`src/rtl/id_ex_stage_if.sv`:
```
// Decode-to-execute bundle for the ID/EX register: ID-side inputs, hazard/flush controls, EX-side outputs.
// Perf counter signals appear only when ID_EX_PERF_CNT_EN is defined.
interface id_ex_stage_if #(
  parameter int XLEN   = 32,
  parameter int REG_AW = 5
);
  logic              id_valid;
  logic [XLEN-1:0]   id_pc;
  logic [XLEN-1:0]   id_rs1_data;
  logic [XLEN-1:0]   id_rs2_data;
  logic [XLEN-1:0]   id_imm;
  logic [REG_AW-1:0] id_rs1;
  logic [REG_AW-1:0] id_rs2;
  logic [REG_AW-1:0] id_rd;
  logic [2:0]        id_funct3;
  logic [6:0]        id_funct7;
  logic              id_branch;
  logic              id_mem_read;
  logic              id_mem_to_reg;
  logic              id_mem_write;
  logic              id_alu_src;
  logic              id_reg_write;
  logic [1:0]        id_alu_op;
  logic              flush;
  logic              ex_stall;
  logic              id_stall;
  logic              ex_valid;
  logic [XLEN-1:0]   ex_pc;
  logic [XLEN-1:0]   ex_rs1_data;
  logic [XLEN-1:0]   ex_rs2_data;
  logic [XLEN-1:0]   ex_imm;
  logic [REG_AW-1:0] ex_rs1;
  logic [REG_AW-1:0] ex_rs2;
  logic [REG_AW-1:0] ex_rd;
  logic [2:0]        ex_funct3;
  logic [6:0]        ex_funct7;
  logic              ex_branch;
  logic              ex_mem_read;
  logic              ex_mem_to_reg;
  logic              ex_mem_write;
  logic              ex_alu_src;
  logic              ex_reg_write;
  logic [1:0]        ex_alu_op;
`ifdef ID_EX_PERF_CNT_EN
  logic [31:0]       perf_bubble_cnt;
  logic [31:0]       perf_stall_cnt;
`endif

  modport master (
    output id_valid, id_pc, id_rs1_data, id_rs2_data, id_imm, id_rs1, id_rs2, id_rd,
           id_funct3, id_funct7, id_branch, id_mem_read, id_mem_to_reg, id_mem_write,
           id_alu_src, id_reg_write, id_alu_op, flush, ex_stall,
    input  id_stall, ex_valid, ex_pc, ex_rs1_data, ex_rs2_data, ex_imm, ex_rs1, ex_rs2,
           ex_rd, ex_funct3, ex_funct7, ex_branch, ex_mem_read, ex_mem_to_reg,
           ex_mem_write, ex_alu_src, ex_reg_write, ex_alu_op
`ifdef ID_EX_PERF_CNT_EN
    , input perf_bubble_cnt, perf_stall_cnt
`endif
  );

  modport slave (
    input  id_valid, id_pc, id_rs1_data, id_rs2_data, id_imm, id_rs1, id_rs2, id_rd,
           id_funct3, id_funct7, id_branch, id_mem_read, id_mem_to_reg, id_mem_write,
           id_alu_src, id_reg_write, id_alu_op, flush, ex_stall,
    output id_stall, ex_valid, ex_pc, ex_rs1_data, ex_rs2_data, ex_imm, ex_rs1, ex_rs2,
           ex_rd, ex_funct3, ex_funct7, ex_branch, ex_mem_read, ex_mem_to_reg,
           ex_mem_write, ex_alu_src, ex_reg_write, ex_alu_op
`ifdef ID_EX_PERF_CNT_EN
    , output perf_bubble_cnt, perf_stall_cnt
`endif
  );
endinterface

```
`src/rtl/id_ex_stage.sv`:
```
// ID/EX pipeline register: one-cycle latency, load-use bubble insertion, hold on ex_stall, squash on flush.
// Optional ID_EX_PERF_CNT_EN adds saturating load-use-bubble and stall counters.
module id_ex_stage #(
  parameter int XLEN   = 32,
  parameter int REG_AW = 5
) (
  input  logic         clk,
  input  logic         rst_n,
  id_ex_stage_if.slave bus
);
  typedef struct packed {
    logic              valid;
    logic [XLEN-1:0]   pc;
    logic [XLEN-1:0]   rs1_data;
    logic [XLEN-1:0]   rs2_data;
    logic [XLEN-1:0]   imm;
    logic [REG_AW-1:0] rs1;
    logic [REG_AW-1:0] rs2;
    logic [REG_AW-1:0] rd;
    logic [2:0]        funct3;
    logic [6:0]        funct7;
    logic              branch;
    logic              mem_read;
    logic              mem_to_reg;
    logic              mem_write;
    logic              alu_src;
    logic              reg_write;
    logic [1:0]        alu_op;
  } ex_t;

  ex_t  ex_q, ex_d, id_pkt;
  logic load_use;

  // rs2 is compared even for I-type; a spurious one-cycle bubble is harmless.
  assign load_use = ex_q.valid & ex_q.mem_read & (ex_q.rd != '0) & bus.id_valid
                  & ((ex_q.rd == bus.id_rs1) | (ex_q.rd == bus.id_rs2));
  assign bus.id_stall = load_use | bus.ex_stall;

  always_comb begin
    id_pkt            = '0;
    id_pkt.valid      = bus.id_valid;
    id_pkt.pc         = bus.id_pc;
    id_pkt.rs1_data   = bus.id_rs1_data;
    id_pkt.rs2_data   = bus.id_rs2_data;
    id_pkt.imm        = bus.id_imm;
    id_pkt.rs1        = bus.id_rs1;
    id_pkt.rs2        = bus.id_rs2;
    id_pkt.rd         = bus.id_rd;
    id_pkt.funct3     = bus.id_funct3;
    id_pkt.funct7     = bus.id_funct7;
    // Decoder asserts controls on unknown opcodes, so gate every control with id_valid.
    id_pkt.branch     = bus.id_branch     & bus.id_valid;
    id_pkt.mem_read   = bus.id_mem_read   & bus.id_valid;
    id_pkt.mem_to_reg = bus.id_mem_to_reg & bus.id_valid;
    id_pkt.mem_write  = bus.id_mem_write  & bus.id_valid;
    id_pkt.alu_src    = bus.id_alu_src    & bus.id_valid;
    id_pkt.reg_write  = bus.id_reg_write  & bus.id_valid & (bus.id_rd != '0);
    id_pkt.alu_op     = bus.id_alu_op     & {2{bus.id_valid}};

    ex_d = id_pkt;
    if (bus.flush)         ex_d = '0;
    else if (bus.ex_stall) ex_d = ex_q;
    else if (load_use)     ex_d = '0;
  end

  always_ff @(posedge clk or negedge rst_n) begin
    if (!rst_n) ex_q <= '0;
    else        ex_q <= ex_d;
  end

  assign bus.ex_valid      = ex_q.valid;
  assign bus.ex_pc         = ex_q.pc;
  assign bus.ex_rs1_data   = ex_q.rs1_data;
  assign bus.ex_rs2_data   = ex_q.rs2_data;
  assign bus.ex_imm        = ex_q.imm;
  assign bus.ex_rs1        = ex_q.rs1;
  assign bus.ex_rs2        = ex_q.rs2;
  assign bus.ex_rd         = ex_q.rd;
  assign bus.ex_funct3     = ex_q.funct3;
  assign bus.ex_funct7     = ex_q.funct7;
  assign bus.ex_branch     = ex_q.branch;
  assign bus.ex_mem_read   = ex_q.mem_read;
  assign bus.ex_mem_to_reg = ex_q.mem_to_reg;
  assign bus.ex_mem_write  = ex_q.mem_write;
  assign bus.ex_alu_src    = ex_q.alu_src;
  assign bus.ex_reg_write  = ex_q.reg_write;
  assign bus.ex_alu_op     = ex_q.alu_op;

`ifdef ID_EX_PERF_CNT_EN
  logic [31:0] bubble_cnt_q, stall_cnt_q;
  logic        bubble_evt, stall_evt;

  // Flush outranks both events, so a flushed edge counts as neither.
  assign bubble_evt = ~bus.flush & ~bus.ex_stall & load_use;
  assign stall_evt  = ~bus.flush & bus.ex_stall;

  always_ff @(posedge clk or negedge rst_n) begin
    if (!rst_n) begin
      bubble_cnt_q <= '0;
      stall_cnt_q  <= '0;
    end else begin
      if (bubble_evt && (bubble_cnt_q != 32'hFFFF_FFFF)) bubble_cnt_q <= bubble_cnt_q + 32'd1;
      if (stall_evt && (stall_cnt_q != 32'hFFFF_FFFF))   stall_cnt_q  <= stall_cnt_q + 32'd1;
    end
  end

  assign bus.perf_bubble_cnt = bubble_cnt_q;
  assign bus.perf_stall_cnt  = stall_cnt_q;
`endif
endmodule

```
`src/flat_wrapper.sv`:
```
// flat-port wrapper written by rule: the top's interface ports become plain ports
module id_ex_stage_flat 
#(
  parameter int XLEN   = 32,
  parameter int REG_AW = 5
)
  (clk, rst_n, bus_id_valid, bus_id_pc, bus_id_rs1_data, bus_id_rs2_data, bus_id_imm, bus_id_rs1, bus_id_rs2, bus_id_rd, bus_id_funct3, bus_id_funct7, bus_id_branch, bus_id_mem_read, bus_id_mem_to_reg, bus_id_mem_write, bus_id_alu_src, bus_id_reg_write, bus_id_alu_op, bus_flush, bus_ex_stall, bus_id_stall, bus_ex_valid, bus_ex_pc, bus_ex_rs1_data, bus_ex_rs2_data, bus_ex_imm, bus_ex_rs1, bus_ex_rs2, bus_ex_rd, bus_ex_funct3, bus_ex_funct7, bus_ex_branch, bus_ex_mem_read, bus_ex_mem_to_reg, bus_ex_mem_write, bus_ex_alu_src, bus_ex_reg_write, bus_ex_alu_op);
  id_ex_stage_if #(.XLEN(XLEN), .REG_AW(REG_AW)) bus_i ();
  input  logic clk;
  input  logic rst_n;
  input wire logic [$bits(bus_i.id_valid)-1:0] bus_id_valid;
  input wire logic [$bits(bus_i.id_pc)-1:0] bus_id_pc;
  input wire logic [$bits(bus_i.id_rs1_data)-1:0] bus_id_rs1_data;
  input wire logic [$bits(bus_i.id_rs2_data)-1:0] bus_id_rs2_data;
  input wire logic [$bits(bus_i.id_imm)-1:0] bus_id_imm;
  input wire logic [$bits(bus_i.id_rs1)-1:0] bus_id_rs1;
  input wire logic [$bits(bus_i.id_rs2)-1:0] bus_id_rs2;
  input wire logic [$bits(bus_i.id_rd)-1:0] bus_id_rd;
  input wire logic [$bits(bus_i.id_funct3)-1:0] bus_id_funct3;
  input wire logic [$bits(bus_i.id_funct7)-1:0] bus_id_funct7;
  input wire logic [$bits(bus_i.id_branch)-1:0] bus_id_branch;
  input wire logic [$bits(bus_i.id_mem_read)-1:0] bus_id_mem_read;
  input wire logic [$bits(bus_i.id_mem_to_reg)-1:0] bus_id_mem_to_reg;
  input wire logic [$bits(bus_i.id_mem_write)-1:0] bus_id_mem_write;
  input wire logic [$bits(bus_i.id_alu_src)-1:0] bus_id_alu_src;
  input wire logic [$bits(bus_i.id_reg_write)-1:0] bus_id_reg_write;
  input wire logic [$bits(bus_i.id_alu_op)-1:0] bus_id_alu_op;
  input wire logic [$bits(bus_i.flush)-1:0] bus_flush;
  input wire logic [$bits(bus_i.ex_stall)-1:0] bus_ex_stall;
  output wire logic [$bits(bus_i.id_stall)-1:0] bus_id_stall;
  output wire logic [$bits(bus_i.ex_valid)-1:0] bus_ex_valid;
  output wire logic [$bits(bus_i.ex_pc)-1:0] bus_ex_pc;
  output wire logic [$bits(bus_i.ex_rs1_data)-1:0] bus_ex_rs1_data;
  output wire logic [$bits(bus_i.ex_rs2_data)-1:0] bus_ex_rs2_data;
  output wire logic [$bits(bus_i.ex_imm)-1:0] bus_ex_imm;
  output wire logic [$bits(bus_i.ex_rs1)-1:0] bus_ex_rs1;
  output wire logic [$bits(bus_i.ex_rs2)-1:0] bus_ex_rs2;
  output wire logic [$bits(bus_i.ex_rd)-1:0] bus_ex_rd;
  output wire logic [$bits(bus_i.ex_funct3)-1:0] bus_ex_funct3;
  output wire logic [$bits(bus_i.ex_funct7)-1:0] bus_ex_funct7;
  output wire logic [$bits(bus_i.ex_branch)-1:0] bus_ex_branch;
  output wire logic [$bits(bus_i.ex_mem_read)-1:0] bus_ex_mem_read;
  output wire logic [$bits(bus_i.ex_mem_to_reg)-1:0] bus_ex_mem_to_reg;
  output wire logic [$bits(bus_i.ex_mem_write)-1:0] bus_ex_mem_write;
  output wire logic [$bits(bus_i.ex_alu_src)-1:0] bus_ex_alu_src;
  output wire logic [$bits(bus_i.ex_reg_write)-1:0] bus_ex_reg_write;
  output wire logic [$bits(bus_i.ex_alu_op)-1:0] bus_ex_alu_op;
  assign bus_i.id_valid = bus_id_valid;
  assign bus_i.id_pc = bus_id_pc;
  assign bus_i.id_rs1_data = bus_id_rs1_data;
  assign bus_i.id_rs2_data = bus_id_rs2_data;
  assign bus_i.id_imm = bus_id_imm;
  assign bus_i.id_rs1 = bus_id_rs1;
  assign bus_i.id_rs2 = bus_id_rs2;
  assign bus_i.id_rd = bus_id_rd;
  assign bus_i.id_funct3 = bus_id_funct3;
  assign bus_i.id_funct7 = bus_id_funct7;
  assign bus_i.id_branch = bus_id_branch;
  assign bus_i.id_mem_read = bus_id_mem_read;
  assign bus_i.id_mem_to_reg = bus_id_mem_to_reg;
  assign bus_i.id_mem_write = bus_id_mem_write;
  assign bus_i.id_alu_src = bus_id_alu_src;
  assign bus_i.id_reg_write = bus_id_reg_write;
  assign bus_i.id_alu_op = bus_id_alu_op;
  assign bus_i.flush = bus_flush;
  assign bus_i.ex_stall = bus_ex_stall;
  assign bus_id_stall = bus_i.id_stall;
  assign bus_ex_valid = bus_i.ex_valid;
  assign bus_ex_pc = bus_i.ex_pc;
  assign bus_ex_rs1_data = bus_i.ex_rs1_data;
  assign bus_ex_rs2_data = bus_i.ex_rs2_data;
  assign bus_ex_imm = bus_i.ex_imm;
  assign bus_ex_rs1 = bus_i.ex_rs1;
  assign bus_ex_rs2 = bus_i.ex_rs2;
  assign bus_ex_rd = bus_i.ex_rd;
  assign bus_ex_funct3 = bus_i.ex_funct3;
  assign bus_ex_funct7 = bus_i.ex_funct7;
  assign bus_ex_branch = bus_i.ex_branch;
  assign bus_ex_mem_read = bus_i.ex_mem_read;
  assign bus_ex_mem_to_reg = bus_i.ex_mem_to_reg;
  assign bus_ex_mem_write = bus_i.ex_mem_write;
  assign bus_ex_alu_src = bus_i.ex_alu_src;
  assign bus_ex_reg_write = bus_i.ex_reg_write;
  assign bus_ex_alu_op = bus_i.ex_alu_op;
  id_ex_stage #(.XLEN(XLEN), .REG_AW(REG_AW)) u_core (.clk(clk), .rst_n(rst_n), .bus(bus_i));
endmodule
```
`config.mk`:
```
export PLATFORM = sky130hd
export DESIGN_NAME = id_ex_stage_flat
export DESIGN_NICKNAME = d
export VERILOG_FILES = /design/src/rtl/id_ex_stage_if.sv /design/src/rtl/id_ex_stage.sv /design/src/flat_wrapper.sv
export SDC_FILE = /design/constraint.sdc
export NUM_CORES = 1
export LEC_CHECK = 0
export CAP_MARGIN = 20
export CORE_MARGIN = 10
export CORE_UTILIZATION = 47
export CTS_CLUSTER_SIZE = 40
export DETAILED_ROUTE_END_ITERATION = 10
export GPL_TIMING_DRIVEN = 0
export HOLD_SLACK_MARGIN = 0.03
export PLACE_DENSITY = 0.87
export SLEW_MARGIN = 30
export SYNTH_ARGS = -nofsm -noshare
export SYNTH_HDL_FRONTEND = slang
export SYNTH_SLANG_ARGS = --single-unit
```
`constraint.sdc`:
```
create_clock -name clk -period 3.8 [get_ports clk]
set_clock_uncertainty 0.15 [all_clocks]
set_input_delay 1.14 -clock clk [delete_from_list [all_inputs] [get_ports clk]]
set_output_delay 1.14 -clock clk [all_outputs]
set_load 0.02 [all_outputs]
```
==> results.yml, run 1 <==
clock_network:
  clk_pin_slew_worst_paths_ns: 0.06
  cts_buffers: 17
  tritoncts: "yes"
  clock_path_buffers: 2
  clkLatencyLatePin_ns: 0.43
  htree_levels: 4
  clock_sinks: 162
  cts-root-buf: "clkbuf_16"
  cts_setup_buffers: 0
  cts_hold_buf: 0
placed_design:
  hpwlAfterDp_um: 20760
  gp_congestion: 0.8238
  post-place-ws_ns: -0.7158
  io_buffers: 325
  dp.cells: 1291
worst_setup_path:
  path_buf_inv: 2
  start_kind: "primary input"
  slowest_delay_ns: 0.50
  cp-end-kind: "output port"
  critical_path_arrival_ns: 2.36
  required_ns: 2.51
  slowest_stage: "clkdlybuf4s50_1"
  crit_family: "buffers and inverters"
  cp_max_fo: 2
  worstPathCellList: "clkdlybuf4s50_1 > xor2_1 > nor3_2 > o21ai_2 > nand2b_1 > buf_6"
  worstSetupPathType: "in2out"
finish:
  nFillCells: 1129
  nets: 1255
  instances_no_fill: 1323
  utilization: 0.7311
  area_delta_synth_final_pct: 53.08
  drive_gt1_frac: 0.1309
global_route:
  grt-ovfl-total: 0
  antenna_found_initial: 3
  grt_pass1_wl_um: 41730
  grt_max_degree: 70
  groute.usage.overall: 0.2399
  grt_pass1_vias: 7346
power_and_ir_drop:
  seqPwrFrac: 0.426
  p_per_area_nw_per_um2: 365.5
  pwr-share-clk: 0.381
  power_frac_comb: 0.194
  fin_total_pwr_w: 0.004416
  peakVddDrop_v: 0.0002932
  swShare: 0.2712
  internal_power_w: 0.003218
  p_sw_w: 0.001197
  p_leak_nw: 5.733
logic_synthesis:
  synth_top_area_cell: "dfrtp_1"
  async_reset_ff_frac: 1.000
  synth-edff-count: 0
  synth_seq_area_share: 0.5137
  synth_top_area_share: 0.5137
  ys_top_cells_by_area: "dfrtp_1, o41ai_2, nand2_1"
  yosys-top-cells-count: "dfrtp_1, nand2_1, inv_1"
  syn-cell-area_um2: 7891
  synth-warning-count: 0
  ys_ff_latch: 162
  synthCells: 744
  synth_most_common_cell: "dfrtp_1"
  synth_cell_types: 21
  synthFlopType: "dfrtp_1"
  syn_nets: 910
  synth_area_per_cell_um2: 10.61
detailed_routing:
  vias: 7024
  dr.pass1.iters: 7
  drcViolationCount: 0
  drt_wl_total_um: 27710
  ant_nets: 0
  drt_iter0_markers: 378
  wl_per_cell_um: 20.94
  viasPerCell: 5.309
worst_hold_path:
  hold_class: "reg2reg"
timing:
  finalCritPeriodShare: 0.9595
  finalMaxSlewViolations: 0
  hold_viol: 0
  rsz0062_at_grt: "no"
  setup_viol: 0
  worst_pin_slew_ns: 0.7682
  max_clock_freq_ghz: 0.2743
  fin_crit_ns: 3.646
  finalWorstSetupSlack_ns: 0.1539
  fin_hold_ws_ns: 0.3238
  max_slew_margin: 0.4879
floorplan:
  dieArea_um2: 22370
  ios: 329
  fp-row-count: 47
  fp.dieW_um: 149.6
  initial_core_util: 0.4775
  coreArea_um2: 16520
  die_h_um: 149.6
run_status:
  status: "finished clean"
flow_run:
  maxCapViolCount: 0
==> routing by layer <==
layer	track usage	wire, um
met1	0.2707	10270
met2	0.3895	13520
met3	0.08816	2704
met4	0.1266	1221
met5	0	0
==> power groups by stage <==
stage	registers, W	clock network, W	logic, W
final	0.00188	0.00168	0.000855
after global routing	0.00189	0.00177	0.000913
after CTS	0.00188	0.00170	0.000863
after detailed placement	0.00191	0	0.000858
after global placement	0.00191	0	0.000837
after floorplan	0.00202	0	0.000242
==> timing repair <==
item / in CTS / in global routing
endpoints found under the setup margin: 1 / 1
pin swaps: 2 / 4
resized for setup: 8 / 9
==> cells by family after synthesis <==
group                     count (synthesis)  share of synthesized area
buffers and inverters                   225                     0.1188
and+or+nand+nor                         182                    0.09260
DFF                                     162                     0.5137
xor gates and xnor gates                 10                    0.01110
AOI/OAI and AO/OA                       165                     0.2638
==> path summary, 6_finish.rpt <==
check	startpoint	to	slack, ns	cells after the start
setup reg to reg	u_core.bus.ex_rd[2]$_DFFE_PN0P_	u_core.bus.ex_rs2_data[17]$_DFFE_PN0P_	1.70	8
hold / removal	u_core.bus.ex_rs2_data[13]$_DFFE_PN0P_	u_core.bus.ex_rs2_data[13]$_DFFE_PN0P_	0.32	2
setup / recovery	bus_id_rs2[2]	bus_id_stall	0.15	6
max in group asynchronous	rst_n	u_core.bus.ex_rs1[2]$_DFFE_PN0P_	2.41	2
min in group asynchronous	rst_n	u_core.bus.ex_rs2_data[4]$_DFFE_PN0P_	0.44	1
hold reg to reg	u_core.bus.ex_rs2_data[13]$_DFFE_PN0P_	u_core.bus.ex_rs2_data[13]$_DFFE_PN0P_	0.32	2
==> layout make-up <==
type | instances | area, um2 | share of cell area
Antenna cell | 3 | 7.507 | 0.0006214
Buffer | 71 | 359.1 | 0.02973
Clock buffer | 21 | 450.4 | 0.03729
Clock inverter | 9 | 108.9 | 0.009011
Inverter | 153 | 574.3 | 0.04754
Multi-Input combinational cell | 357 | 2922 | 0.2418
Sequential cell | 162 | 4054 | 0.3356
Tap cell | 220 | 275.3 | 0.02279
Timing Repair Buffer | 327 | 3329 | 0.2756
==> worst reg2reg max path: stages (launching register included) <==
cell and delay [ns]:
dfrtp_1 0.45, xnor2_1 0.21, nand3_1 0.12, nor3_2 0.23, o21a_1 0.18, buf_6 0.14, buf_6 0.19, buf_6 0.20
o41ai_2 0.08
==> metrics by stage <==
step / setup TNS (ns) / instance area [um2]
2_1_floorplan: 0 / 7891
3_3_place_gp: -867.01 / 11420
3_5_place_dp: -0.7158 / 11480
4_1_cts: 0 / 12040
5_1_grt: 0 / 12080
6_report: 0 / 12080
==> cells in the final DEF (no fill, tap or decap), types with 4 or more instances in the layout <==
cell,n
dlymetal6s2s_1,6
nand2_1,156
o41ai_1,63
nand3_1,12
nand3b_1,5
clkdlybuf4s50_1,317
o21ai_0,8
dfrtp_1,162
clkbuf_1,55
buf_2,8
xnor2_1,5
o41ai_2,90
inv_1,153
xor2_1,4
buf_6,12
clkbuf_16,17
No activity file was read; power rests on OpenSTA's default activity.
==> run 2, diff against run 1 <==
- SETUP_SLACK_MARGIN: not set -> 0.02
==> results of run 2 <==
No change in the layout: final DEF, timing and power equal those of run 1.
==> run 3, diff against run 2 <==
- CAP_MARGIN: 20 -> not set
- REMOVE_ABC_BUFFERS: not set -> 1
==> results.yml, run 3 (synthesized netlist as in run 1, its figures left out) <==
worst_hold_path:
  min_from: "u_core.bus.ex_pc[0]$_DFFE_PN0P_"
  whs_path_depth: 2
  hold_class: "reg2reg"
  whs_endpoint: "u_core.bus.ex_pc[0]$_DFFE_PN0P_"
detailed_routing:
  vias: 6816
  drcViolationCount: 0
  ant_nets: 0
  viasPerCell: 5.380
  dr.pass1.iters: 5
  drt_iter0_markers: 384
  wl_per_cell_um: 20.53
  drt_wl_total_um: 26020
power_and_ir_drop:
  seqPwrFrac: 0.401
  peakVddDrop_v: 0.0002735
  p_per_area_nw_per_um2: 383.8
  internal_power_w: 0.003467
  p_leak_nw: 5.787
  pwr-share-clk: 0.414
  p_sw_w: 0.001217
  swShare: 0.2599
  power_frac_comb: 0.185
worst_setup_path:
  cp_max_fo: 2
  reg2reg_depth: 8
  required_ns: 2.51
  worstSetupPathType: "in2out"
  start_kind: "primary input"
  r2r_slack_ns: 1.26
  critical_path_arrival_ns: 2.34
  cp-end-kind: "output port"
  worstPathCellList: "clkdlybuf4s50_1 > xor2_1 > nor3_2 > o21ai_2 > nand2b_1 > buf_6"
  crit-reg2reg-launch: "u_core.bus.ex_rd[4]$_DFFE_PN0P_"
  r2r_end: "u_core.bus.ex_rs1_data[25]$_DFFE_PN0P_"
  slowest_delay_ns: 0.43
  slowest_stage: "clkdlybuf4s50_1"
finish:
  final_common_cell: "clkdlybuf4s50_1"
  final_cell_mix: "clkdlybuf4s50_1, dfrtp_1, nand2_1"
  nets: 1201
  utilization: 0.7387
  multi_input_area_um2: 2937
  drive_gt1_frac: 0.1394
  regArea_um2: 4054
  area_delta_synth_final_pct: 54.69
  nFillCells: 1075
  antennaDiodeCount: 0
global_route:
  grt_pass1_vias: 7146
  groute.usage.overall: 0.2253
  grt_max_degree: 89
  grt-ovfl-total: 0
  grt_pass1_wl_um: 40110
  antenna_found_initial: 0
timing:
  max_slew_margin: 0.5423
  hold_viol: 0
  fin_crit_ns: 3.630
  setup_viol: 0
  worst_pin_slew_ns: 0.6866
  max_clock_freq_ghz: 0.2755
  rsz0062_at_grt: "no"
  finalWorstSetupSlack_ns: 0.1698
  finalMaxSlewViolations: 0
  finalCritPeriodShare: 0.9553
clock_network:
  tritoncts: "yes"
  clock_path_buffers: 2
  cts_hold_buf: 0
  clk_pin_slew_worst_paths_ns: 0.06
  htree_levels: 4
  cts-root-buf: "clkbuf_16"
  clkLatencyLatePin_ns: 0.42
  cts_buffers: 17
  clock_sinks: 162
floorplan:
  ios: 329
  dieArea_um2: 22370
  initial_core_util: 0.4775
  die_h_um: 149.6
  fp-row-count: 47
  coreArea_um2: 16520
  fp.dieW_um: 149.6
placed_design:
  hpwlAfterDp_um: 18620
  io_buffers: 328
  gp_congestion: 0.8235
  post-place-ws_ns: -0.6624
flow_run:
  maxCapViolCount: 0
run_status:
  status: "finished clean"
run 3: layer usage:
layer  global-route usage  wire (um)  vias up
met5                    0          0        -
met4              0.09666        903        0
met3              0.08575       2773       55
met2               0.3665      12670      291
met1               0.2606       9669     3345
li1                     -          -     3125
run 3: how the worst max path moves through the flow:
stage,start,endpoint,slack [ns],cells past startpoint
floorplan,bus_flush,u_core.bus.ex_valid$_DFFE_PN0P_,-3.14,2
global placement,bus_flush,u_core.bus.ex_valid$_DFFE_PN0P_,-21.28,3
detailed placement,bus_id_rs1[4],bus_id_stall,-0.66,7
CTS,bus_id_rs1[4],bus_id_stall,0.04,7
global route,bus_id_rs2[2],bus_id_stall,0.1,6
finish,bus_id_rs2[2],bus_id_stall,0.17,6
run 3: critical path, delay by kind of cell:
kind | cells | cell delay [ns]
AO/OA/AOI/OAI | 1 | 0.12
XOR/XNOR | 1 | 0.16
buffers and inverters | 2 | 0.55
AND/OR/NAND/NOR | 2 | 0.36
run 3: what timing repair did:
action	4_1_cts	5_1_grt
setup buffers	1	0
pin swaps	2	6
endpoints found under the setup margin	1	1
resized for setup	8	10
run 3: power by group through the flow:
stage / sequential [W] / clock, W / combinational, W
6_report: 0.00188 / 0.00194 / 0.000866
5_1_grt: 0.00189 / 0.00203 / 0.000923
4_1_cts: 0.00188 / 0.00197 / 0.000876
3_5_place_dp: 0.00191 / 0 / 0.000870
3_3_place_gp: 0.00190 / 0 / 0.000847
2_1_floorplan: 0.00202 / 0 / 0.000181
run 3: metrics by stage:
| step | instance area, um2 | cells | total power, W | setup TNS (ns) | hold slack [ns] |
|---|---|---|---|---|---|
| after floorplan | 7528 | 672 | 0.002204 | -483.45 | 0.4372 |
| after global placement | 11090 | 1220 | 0.002751 | -4113.48 | 0.3034 |
| after detailed placement | 11510 | 1235 | 0.002776 | -0.6624 | 0.3096 |
| after CTS | 12170 | 1267 | 0.004720 | 0 | 0.3254 |
| after global routing | 12210 | 1267 | 0.004843 | 0 | 0.3443 |
| final | 12210 | 1267 | 0.004685 | 0 | 0.3236 |
run 3: cell type report:
| cell class | count | share of cell area |
|---|---|---|
| Clock buffer | 20 | 0.03741 |
| Clock inverter | 11 | 0.01630 |
| Tap cell | 220 | 0.02255 |
| Inverter | 153 | 0.04705 |
| Sequential cell | 162 | 0.3321 |
| Timing Repair Buffer | 344 | 0.3040 |
| Multi-Input combinational cell | 357 | 0.2406 |
